$ cat config.mk
export PLATFORM = sky130hd
export DESIGN_NAME = temp_bcd_converter
export DESIGN_NICKNAME = d
export VERILOG_FILES = /design/src/rtl/temp_bcd_converter.sv
export SDC_FILE = /design/constraint.sdc
export NUM_CORES = 1
export LEC_CHECK = 0
export CORE_ASPECT_RATIO = 2
export CORE_MARGIN = 5
export CORE_UTILIZATION = 49
export DETAILED_ROUTE_END_ITERATION = 7
export PLACE_DENSITY = 0.81
export SLEW_MARGIN = 20
export SYNTH_ARGS = -nofsm -noshare
export SYNTH_HDL_FRONTEND = slang
export SYNTH_SLANG_ARGS = --single-unit
$ cat constraint.sdc
create_clock -name clk -period 1.2 [get_ports clk]
set_input_delay 0.24 -clock clk [delete_from_list [all_inputs] [get_ports clk]]
set_output_delay 0.24 -clock clk [all_outputs]
set_load 0.05 [all_outputs]
$ cat src/rtl/temp_bcd_converter.sv
`default_nettype none
// ============================================================================
// Module   : temp_bcd_converter
// Purpose  : Sequential binary-to-BCD converter (double dabble, one input bit
//            per clock) producing hundreds/tens/ones digits for a temperature
//            display. Digits change only when a conversion completes.
// Ports    : clk             - system clock, rising edge
//            reset_n         - asynchronous active-low reset
//            start           - conversion request, honoured only in IDLE
//            bin_value       - unsigned binary temperature, INPUT_WIDTH bits
//            busy            - high while a conversion is in progress
//            done            - one-cycle pulse when new digits are valid
//            temp_value_100  - hundreds digit (registered)
//            temp_value_10   - tens digit (registered)
//            temp_value_1    - ones digit (registered)
// Params   : INPUT_WIDTH     - input width, 1..9
// Options  : TEMP_BCD_LEADING_BLANK_EN - when defined, leading zero digits are
//            replaced by 4'hF (blank) at result load; ones is never blanked.
// Revision : 1.0 - initial release
// ============================================================================
module temp_bcd_converter #(
  parameter int INPUT_WIDTH = 8
) (
  input  logic                   clk,
  input  logic                   reset_n,
  input  logic                   start,
  input  logic [INPUT_WIDTH-1:0] bin_value,
  output logic                   busy,
  output logic                   done,
  output logic [3:0]             temp_value_100,
  output logic [3:0]             temp_value_10,
  output logic [3:0]             temp_value_1
);

  typedef enum logic [1:0] {
    IDLE  = 2'd0,
    SHIFT = 2'd1,
    DONE  = 2'd2
  } state_t;

  // Counter value seen during the final SHIFT cycle.
  localparam logic [3:0] C_LAST_BIT = 4'(INPUT_WIDTH - 1);

  state_t                 state_q, state_d;
  logic [INPUT_WIDTH-1:0] operand_q, operand_d;
  logic [11:0]            scratch_q, scratch_d;
  logic [3:0]             cnt_q, cnt_d;
  logic                   done_q, done_d;
  logic [3:0]             hund_q, hund_d;
  logic [3:0]             tens_q, tens_d;
  logic [3:0]             ones_q, ones_d;

  logic [11:0]            scratch_adj;

  // Nibble correction so that the following left shift carries into the
  // next decimal digit instead of producing 10..15.
  function automatic logic [3:0] add3(input logic [3:0] n);
    return (n >= 4'd5) ? n + 4'd3 : n;
  endfunction

  always_comb begin
    state_d   = state_q;
    operand_d = operand_q;
    scratch_d = scratch_q;
    cnt_d     = cnt_q;
    done_d    = 1'b0;
    hund_d    = hund_q;
    tens_d    = tens_q;
    ones_d    = ones_q;

    scratch_adj = {add3(scratch_q[11:8]), add3(scratch_q[7:4]), add3(scratch_q[3:0])};

    case (state_q)
      IDLE: begin
        if (start) begin
          operand_d = bin_value;
          scratch_d = 12'd0;
          cnt_d     = 4'd0;
          state_d   = SHIFT;
        end
      end
      SHIFT: begin
        // Operand MSB falls into the ones nibble.
        {scratch_d, operand_d} = {scratch_adj, operand_q} << 1;
        cnt_d = cnt_q + 4'd1;
        if (cnt_q == C_LAST_BIT) begin
          state_d = DONE;
        end
      end
      DONE: begin
`ifdef TEMP_BCD_LEADING_BLANK_EN
        hund_d = (scratch_q[11:8] == 4'd0) ? 4'hF : scratch_q[11:8];
        tens_d = ((scratch_q[11:8] == 4'd0) && (scratch_q[7:4] == 4'd0)) ? 4'hF : scratch_q[7:4];
        ones_d = scratch_q[3:0];
`else
        hund_d = scratch_q[11:8];
        tens_d = scratch_q[7:4];
        ones_d = scratch_q[3:0];
`endif
        done_d  = 1'b1;
        state_d = IDLE;
      end
      default: begin
        state_d = IDLE;
      end
    endcase
  end

  always_ff @(posedge clk or negedge reset_n) begin
    if (!reset_n) begin
      state_q   <= IDLE;
      operand_q <= '0;
      scratch_q <= 12'd0;
      cnt_q     <= 4'd0;
      done_q    <= 1'b0;
      hund_q    <= 4'd0;
      tens_q    <= 4'd0;
      ones_q    <= 4'd0;
    end else begin
      state_q   <= state_d;
      operand_q <= operand_d;
      scratch_q <= scratch_d;
      cnt_q     <= cnt_d;
      done_q    <= done_d;
      hund_q    <= hund_d;
      tens_q    <= tens_d;
      ones_q    <= ones_d;
    end
  end

  // Busy covers SHIFT and DONE; the done pulse appears once back in IDLE,
  // so the two never overlap.
  assign busy           = (state_q != IDLE);
  assign done           = done_q;
  assign temp_value_100 = hund_q;
  assign temp_value_10  = tens_q;
  assign temp_value_1   = ones_q;

endmodule
`default_nettype wire

==> impl_metrics.env, run 1 <==
export IMPL_total_power_w=0.008722
export IMPL_wl_per_cell_um=18.14
export IMPL_synth_top_area_share=0.5036
export IMPL_synth_edf_count=0
export IMPL_place_area_um2=2670
export IMPL_clockRootBuffer="clkbuf_8"
export IMPL_drtAntennaViolNets=0
export IMPL_regArea_um2=977.2
export IMPL_synth_most_common_cell="dfrtp_1"
export IMPL_criticalPathCategory="reg -> out"
export IMPL_fmax_mhz=693.2
export IMPL_fp_dieW_um=54.47
export IMPL_power_leakage_nw=1.381
export IMPL_violations="setup timing"
export IMPL_hold_viol_final=0
export IMPL_grt_max_degree=40
export IMPL_cp_arrival_ns=1.20
export IMPL_place_congestion=0.8954
export IMPL_synth_flop_cell="dfrtp_1"
export IMPL_synthCells=186
export IMPL_hold_path_class="in -> async"
export IMPL_finalCritPeriodShare=1.202
export IMPL_antenna_found_initial=0
export IMPL_htree_num_levels=2
export IMPL_synth_nets=204
export IMPL_path_clk_slew_ns=0.08
export IMPL_path_cells="buf_6, or2_4, buf_12"
export IMPL_cp_slowest_cell="dfrtp_1"
export IMPL_postSynth_asyncResetShare=1.000
export IMPL_ir_drop_uv=1916
export IMPL_cp_num_buf_inv=2
export IMPL_drtPass1Iterations=5
export IMPL_multi_input_area_um2=1069
export IMPL_die_h_um=98.94
export IMPL_coreArea_um2=3844
export IMPL_syn_area_um2=1938
export IMPL_floorplan_initialDensity=0.5042
export IMPL_via_per_inst=5.754
export IMPL_drt_iter0_markers=50
export IMPL_period_needed_ns=1.443
export IMPL_power_per_cell_area_nw_per_um2=2795
export IMPL_finalInstanceArea_um2=3120
export IMPL_rsz0062_at_grt="yes"
export IMPL_crit_fanout=2
export IMPL_slew_headroom=0.8256
export IMPL_dp_hpwl_mm=3.282
export IMPL_grt_overflow_total=0
export IMPL_final_util=0.8118
export IMPL_finalNetCount=275
export IMPL_cp_start_kind="register"
export IMPL_netlist_top_cells_count="dfrtp_1 (39), nand2_1 (23), o21ai_0 (23), inv_1 (13), nor2b_1 (12)"
export IMPL_finClkSkew_ns=0.002974
export IMPL_rrSetupSlack_ns=-0.16
export IMPL_drive_gt1_frac=0.4419
export IMPL_drv_slew=0
export IMPL_yosys_warnings=0
export IMPL_cp_required_ns=0.96
export IMPL_clock_sinks=39
export IMPL_clkLatencyLatePin_ns=0.29
export IMPL_port_buffers=24
export IMPL_area_growth_synth_to_final_pct=61.01
export IMPL_crit_path_end_kind="primary output"
export IMPL_vias=1778
export IMPL_die_area_um2=5389
export IMPL_clockBufferDepth=2
export IMPL_num_rows=32
export IMPL_synth_top_cell_by_area="dfrtp_1"
export IMPL_grt_pass1_wl_mm=8.300
export IMPL_diodes=0
export IMPL_fin_ws_ns=-0.2426
export IMPL_syn_area_per_cell_um2=10.42
export IMPL_cpLargestDelayFamily="flip-flops"
export IMPL_ys_seq_area_frac=0.5036
export IMPL_drc=0
export IMPL_synth_area_top_cells="dfrtp_1 (50%), o21ai_0 (5.9%), ha_1 (4.5%), nand2_1 (4.5%), nor2b_1 (3.9%)"
export IMPL_status="finished, violations left"
export IMPL_routed_wl_mm=5.604
export IMPL_ys_types=32
export IMPL_num_fill_cells=216
export IMPL_tightest_slew_ns=0.2597
export IMPL_ys_ff_latch=39
export IMPL_max_cap_violations=0
export IMPL_setup_viol=26
export IMPL_grt_use_total=0.2107
export IMPL_numCtsBuffers=5
export IMPL_cts_tree="yes"
export IMPL_grt_pass1_vias=1793
export IMPL_slowest_delay_ns=0.41
export IMPL_io_pins=25
-- per-stage QoR --
stage / hold slack (ns) / setup slack (ns) / std cells / TNS, ns
global route: 0.4708 / -0.2696 / 309 / -3.273
detailed placement: 0.2216 / -0.2915 / 285 / -5.527
floorplan: -0.05559 / -0.05619 / 186 / -0.1846
global placement: 0.2197 / -0.2379 / 285 / -3.992
CTS: 0.4463 / -0.2392 / 306 / -1.231
finish: 0.4416 / -0.2426 / 309 / -1.984
-- final cells by class --
cell class              instances  area share
well taps                      51     0.02045
repair buffers                 75      0.2815
clock buffers                   5     0.02205
clock inverters                 3    0.004812
flip-flops and latches         39      0.3132
inverters                      13     0.01564
multi-input cells             123      0.3424
-- logic make-up (layout without fill, tap and decap cells) --
group,after synthesis,after routing,share of synthesized area
AND/OR/NAND/NOR,44,44,0.1130
multiplexers,1,1,0.005810
AO/OA/AOI/OAI,69,69,0.2569
flip-flops,39,39,0.5036
XOR/XNOR,2,2,0.009040
buffers and inverters,24,96,0.06649
adder cells (fa/ha/maj),7,7,0.04519
-- final timing paths --
kind                            cells past startpoint          from           endpoint
worst max-delay path                                3    state_q[1]               busy
worst min-delay path                                3       reset_n  temp_value_100[1]
worst max register to register                      5  scratch_q[5]       scratch_q[6]
worst min register to register                      1      cnt_q[2]           cnt_q[2]
min in group clk                                    1      cnt_q[2]           cnt_q[2]
max in group asynchronous                           3       reset_n         state_q[0]
-- power breakdown --
part	internal, W	switching, W
Clock	0.000398	0.000462
Combinational	0.00293	0.00264
Sequential	0.00180	0.000488
-- metal layers --
metal	vias to the layer above	routed length, µm	part of all wire	track usage
li1	808	-	-	-
met4	0	198	0.035	0.1036
met5	-	0	0	0
met3	17	269	0.048	0.03631
met1	881	1983	0.35	0.2228
met2	72	3152	0.56	0.3749
-- state kept, by name, indices dropped and copies added (netlist names) --
register and cells:
cnt_q 4, done 1, operand_q 8, scratch_q 12, state_q 2, temp_value_1 4
temp_value_10 4, temp_value_100 4
-- worst min-delay path, stage by stage --
cell and delay (ns):
dlygate4sd3_1 0.52, buf_2 0.12, buf_12 0.22
-- repair_timing --
| item | in CTS | in global routing |
|---|---|---|
| hold buffers | 1 | 0 |
| buffers inserted | 12 | 2 |
| gates resized for setup | 32 | 24 |
| pin swaps | 9 | 7 |
| hold endpoints to repair | 39 | 0 |
| endpoints found under the setup margin | 22 | 38 |
| gates cloned | 0 | 1 |
-- layout by cell type (no fill, tap or decap), drive strengths merged --
cell type,n
buf,64
dfrtp,39
o21ai,26
nand2,23
nor2b,13
inv,13
a21oi,9
clkdlybuf4s50,9
a22oi,7
ha,7
clkbuf,6
o2111ai,6
o31ai,3
a32o,3
o221ai,3
clkinv,3
o311ai,3
o21a,3
nor2,2
a22o,2
xnor2,2
o32ai,2
nand2b,2
or2,1
o21bai,1
nor3,1
o21ba,1
nand3,1
mux2,1
nor3b,1
dlygate4sd3,1
No activity file was read; power rests on OpenSTA's default activity.
==> inputs of run 2 (changes only) <==
GPL_ROUTABILITY_DRIVEN = 1   (was unset)
==> results of run 2 <==
Same layout as run 1: the final DEF is identical, and so are final timing and power.
==> inputs of run 3 (changes only) <==
CORE_UTILIZATION = 51   (was 49)
CTS_BUF_LIST = sky130_fd_sc_hd__clkbuf_8   (was unset)
PLACE_DENSITY = 0.83   (was 0.81)
==> run 3 against run 2 <==
  * Critical path type unchanged
  * Non-clock buffer count grew 4
  * Worst hold slack gained 0.030 ns
  * The run still ends with setup timing left
  * Clock skew grew 0.0091 ns
  * Fmax shrank 1.4%
  * Combinational power grew 19%
==> impl_metrics.env, run 3 (synthesized netlist as in run 1, its figures left out) <==
export IMPL_status="finished, violations left"
export IMPL_violations="setup timing"
export IMPL_tightest_slew_ns=0.3336
export IMPL_multi_input_area_um2=1211
export IMPL_diodes=0
export IMPL_top_register="scratch_q"
export IMPL_cp_slowest_cell="dfrtp_1"
export IMPL_routed_wl_mm=7.383
export IMPL_top_regs="scratch_q x12, operand_q x8"
export IMPL_dp_hpwl_mm=3.210
export IMPL_max_cap_violations=0
export IMPL_hold_path_class="in -> async"
export IMPL_final_cell_mix="dfrtp_1 (39), buf_4 (33), buf_12 (19)"
export IMPL_crit_start="state_q[0]"
export IMPL_cp_required_ns=0.96
export IMPL_cp_num_buf_inv=2
export IMPL_drive_gt1_frac=0.5038
export IMPL_crit_fanout=2
export IMPL_cpLargestDelayFamily="flip-flops"
export IMPL_drv_slew=0
export IMPL_fin_ws_ns=-0.2628
export IMPL_crit_path_end_kind="primary output"
export IMPL_vias=1948
export IMPL_place_congestion=0.8269
export IMPL_hold_viol_final=0
export IMPL_power_per_cell_area_nw_per_um2=2985
export IMPL_grt_pass1_vias=1899
export IMPL_cp_arrival_ns=1.22
export IMPL_p_int_w=0.005525
export IMPL_clock_sinks=39
export IMPL_regArea_um2=975.9
export IMPL_setup_viol=37
export IMPL_via_per_inst=6.264
export IMPL_period_needed_ns=1.463
export IMPL_grt_overflow_total=0
export IMPL_dpl_worst_slack_ns=-0.3637
export IMPL_reg2reg_from="state_q[0]"
export IMPL_clkPwrFrac=0.089
export IMPL_cp_start_kind="register"
export IMPL_clockBufferDepth=2
export IMPL_coreArea_um2=3646
export IMPL_placed_cells=282
export IMPL_finClkSkew_ns=0.01208
export IMPL_drc=0
export IMPL_wl_per_cell_um=23.74
export IMPL_criticalPathCategory="reg -> out"
export IMPL_grt_max_degree=40
export IMPL_slew_headroom=0.7760
export IMPL_io_pins=25
export IMPL_layout_commonest_cell="dfrtp_1"
export IMPL_drtPass1Iterations=4
export IMPL_switching_power_w=0.004341
export IMPL_clockRootBuffer="clkbuf_8"
export IMPL_power_frac_seq=0.239
export IMPL_path_cells="buf_6, or2_4, buf_12"
export IMPL_port_buffers=24
export IMPL_grt_use_total=0.2370
export IMPL_fp_dieW_um=53.59
export IMPL_die_h_um=97.18
export IMPL_numCtsBuffers=5
export IMPL_area_growth_synth_to_final_pct=70.56
export IMPL_floorplan_initialDensity=0.5316
export IMPL_drtAntennaViolNets=0
export IMPL_drt_iter0_markers=98
export IMPL_final_cells=311
export IMPL_num_fill_cells=143
export IMPL_rsz0062_at_grt="yes"
export IMPL_combPwrFrac=0.672
export IMPL_num_rows=31
export IMPL_largest_register_ff_count=12
export IMPL_antenna_found_initial=0
export IMPL_switching_share=0.4400
export IMPL_die_area_um2=5208
export IMPL_path_clk_slew_ns=0.08
export IMPL_finalCritPeriodShare=1.219
export IMPL_cts_tree="yes"
export IMPL_slowest_delay_ns=0.41
export IMPL_power_leakage_nw=1.433
export IMPL_htree_num_levels=2
export IMPL_ir_drop_uv=2219
export IMPL_grt_pass1_wl_mm=9.025
export IMPL_fmax_mhz=683.6
export IMPL_finalNetCount=279
export IMPL_clkLatencyLatePin_ns=0.30
==> run 3: final cells by class <==
| class | instances | share of cell area |
|---|---|---|
| Clock buffer | 5 | 0.02082 |
| Clock inverter | 3 | 0.003785 |
| Multi-Input combinational cell | 123 | 0.3664 |
| Timing Repair Buffer | 79 | 0.2805 |
| Inverter | 13 | 0.01476 |
| Tap cell | 49 | 0.01855 |
| Sequential cell | 39 | 0.2952 |
==> run 3: power groups by stage <==
| stage | logic [W] | clock network (W) | registers, W |
|---|---|---|---|
| global placement | 0.00409 | 0 | 0.00221 |
| finish | 0.00663 | 0.000874 | 0.00236 |
| CTS | 0.00524 | 0.000856 | 0.00221 |
| global route | 0.00694 | 0.000926 | 0.00239 |
| floorplan | 0.00208 | 0 | 0.00253 |
| detailed placement | 0.00424 | 0 | 0.00224 |
==> run 3: worst paths after layout <==
path                                    to  depth (start not counted)  slack, ns
setup / recovery                      busy                          3      -0.26
hold / removal               scratch_q[10]                          3       0.47
setup reg to reg           temp_value_1[3]                          6      -0.24
hold reg to reg               scratch_q[7]                          1       0.53
max in group asynchronous    scratch_q[11]                          3       0.52
min in group clk              scratch_q[7]                          1       0.53
==> run 3: stage by stage <==
| stage | utilization | TNS, ns | hold slack [ns] | area (µm²) | total power [W] |
|---|---|---|---|---|---|
| floorplan | - | -0.1846 | -0.05559 | 1986 | 0.004613 |
| global route | 0.9067 | -7.183 | 0.4959 | 3306 | 0.01026 |
| CTS | 0.8305 | -2.214 | 0.4368 | 3028 | 0.008310 |
| finish | 0.9067 | -5.434 | 0.4713 | 3306 | 0.009866 |
| detailed placement | 0.7262 | -5.249 | 0.2223 | 2648 | 0.006477 |
| global placement | 0.7262 | -4.478 | 0.2209 | 2648 | 0.006302 |
==> run 3: per-layer routing <==
layer | share of wire | wire length (µm) | global-route usage | vias to the layer above
li1 | - | - | - | 816
met3 | 0.056 | 413 | 0.04608 | 40
met5 | 0 | 0 | 0 | -
met4 | 0.068 | 504 | 0.1319 | 0
met1 | 0.34 | 2510 | 0.2440 | 977
met2 | 0.54 | 3953 | 0.4172 | 115
==> run 3: tightest hold or removal path: stages <==
cell           delay, ns
dlygate4sd3_1       0.54
buf_2               0.14
buf_12              0.23
==> run 3: repair_timing <==
action                                  CTS  global route
endpoints found under the setup margin   15            37
hold buffers                              1             0
setup buffers                            14             5
cloned                                    0             1
gates resized for setup                  38            43
pin swaps                                 7            10
endpoints found under the hold margin    39             0
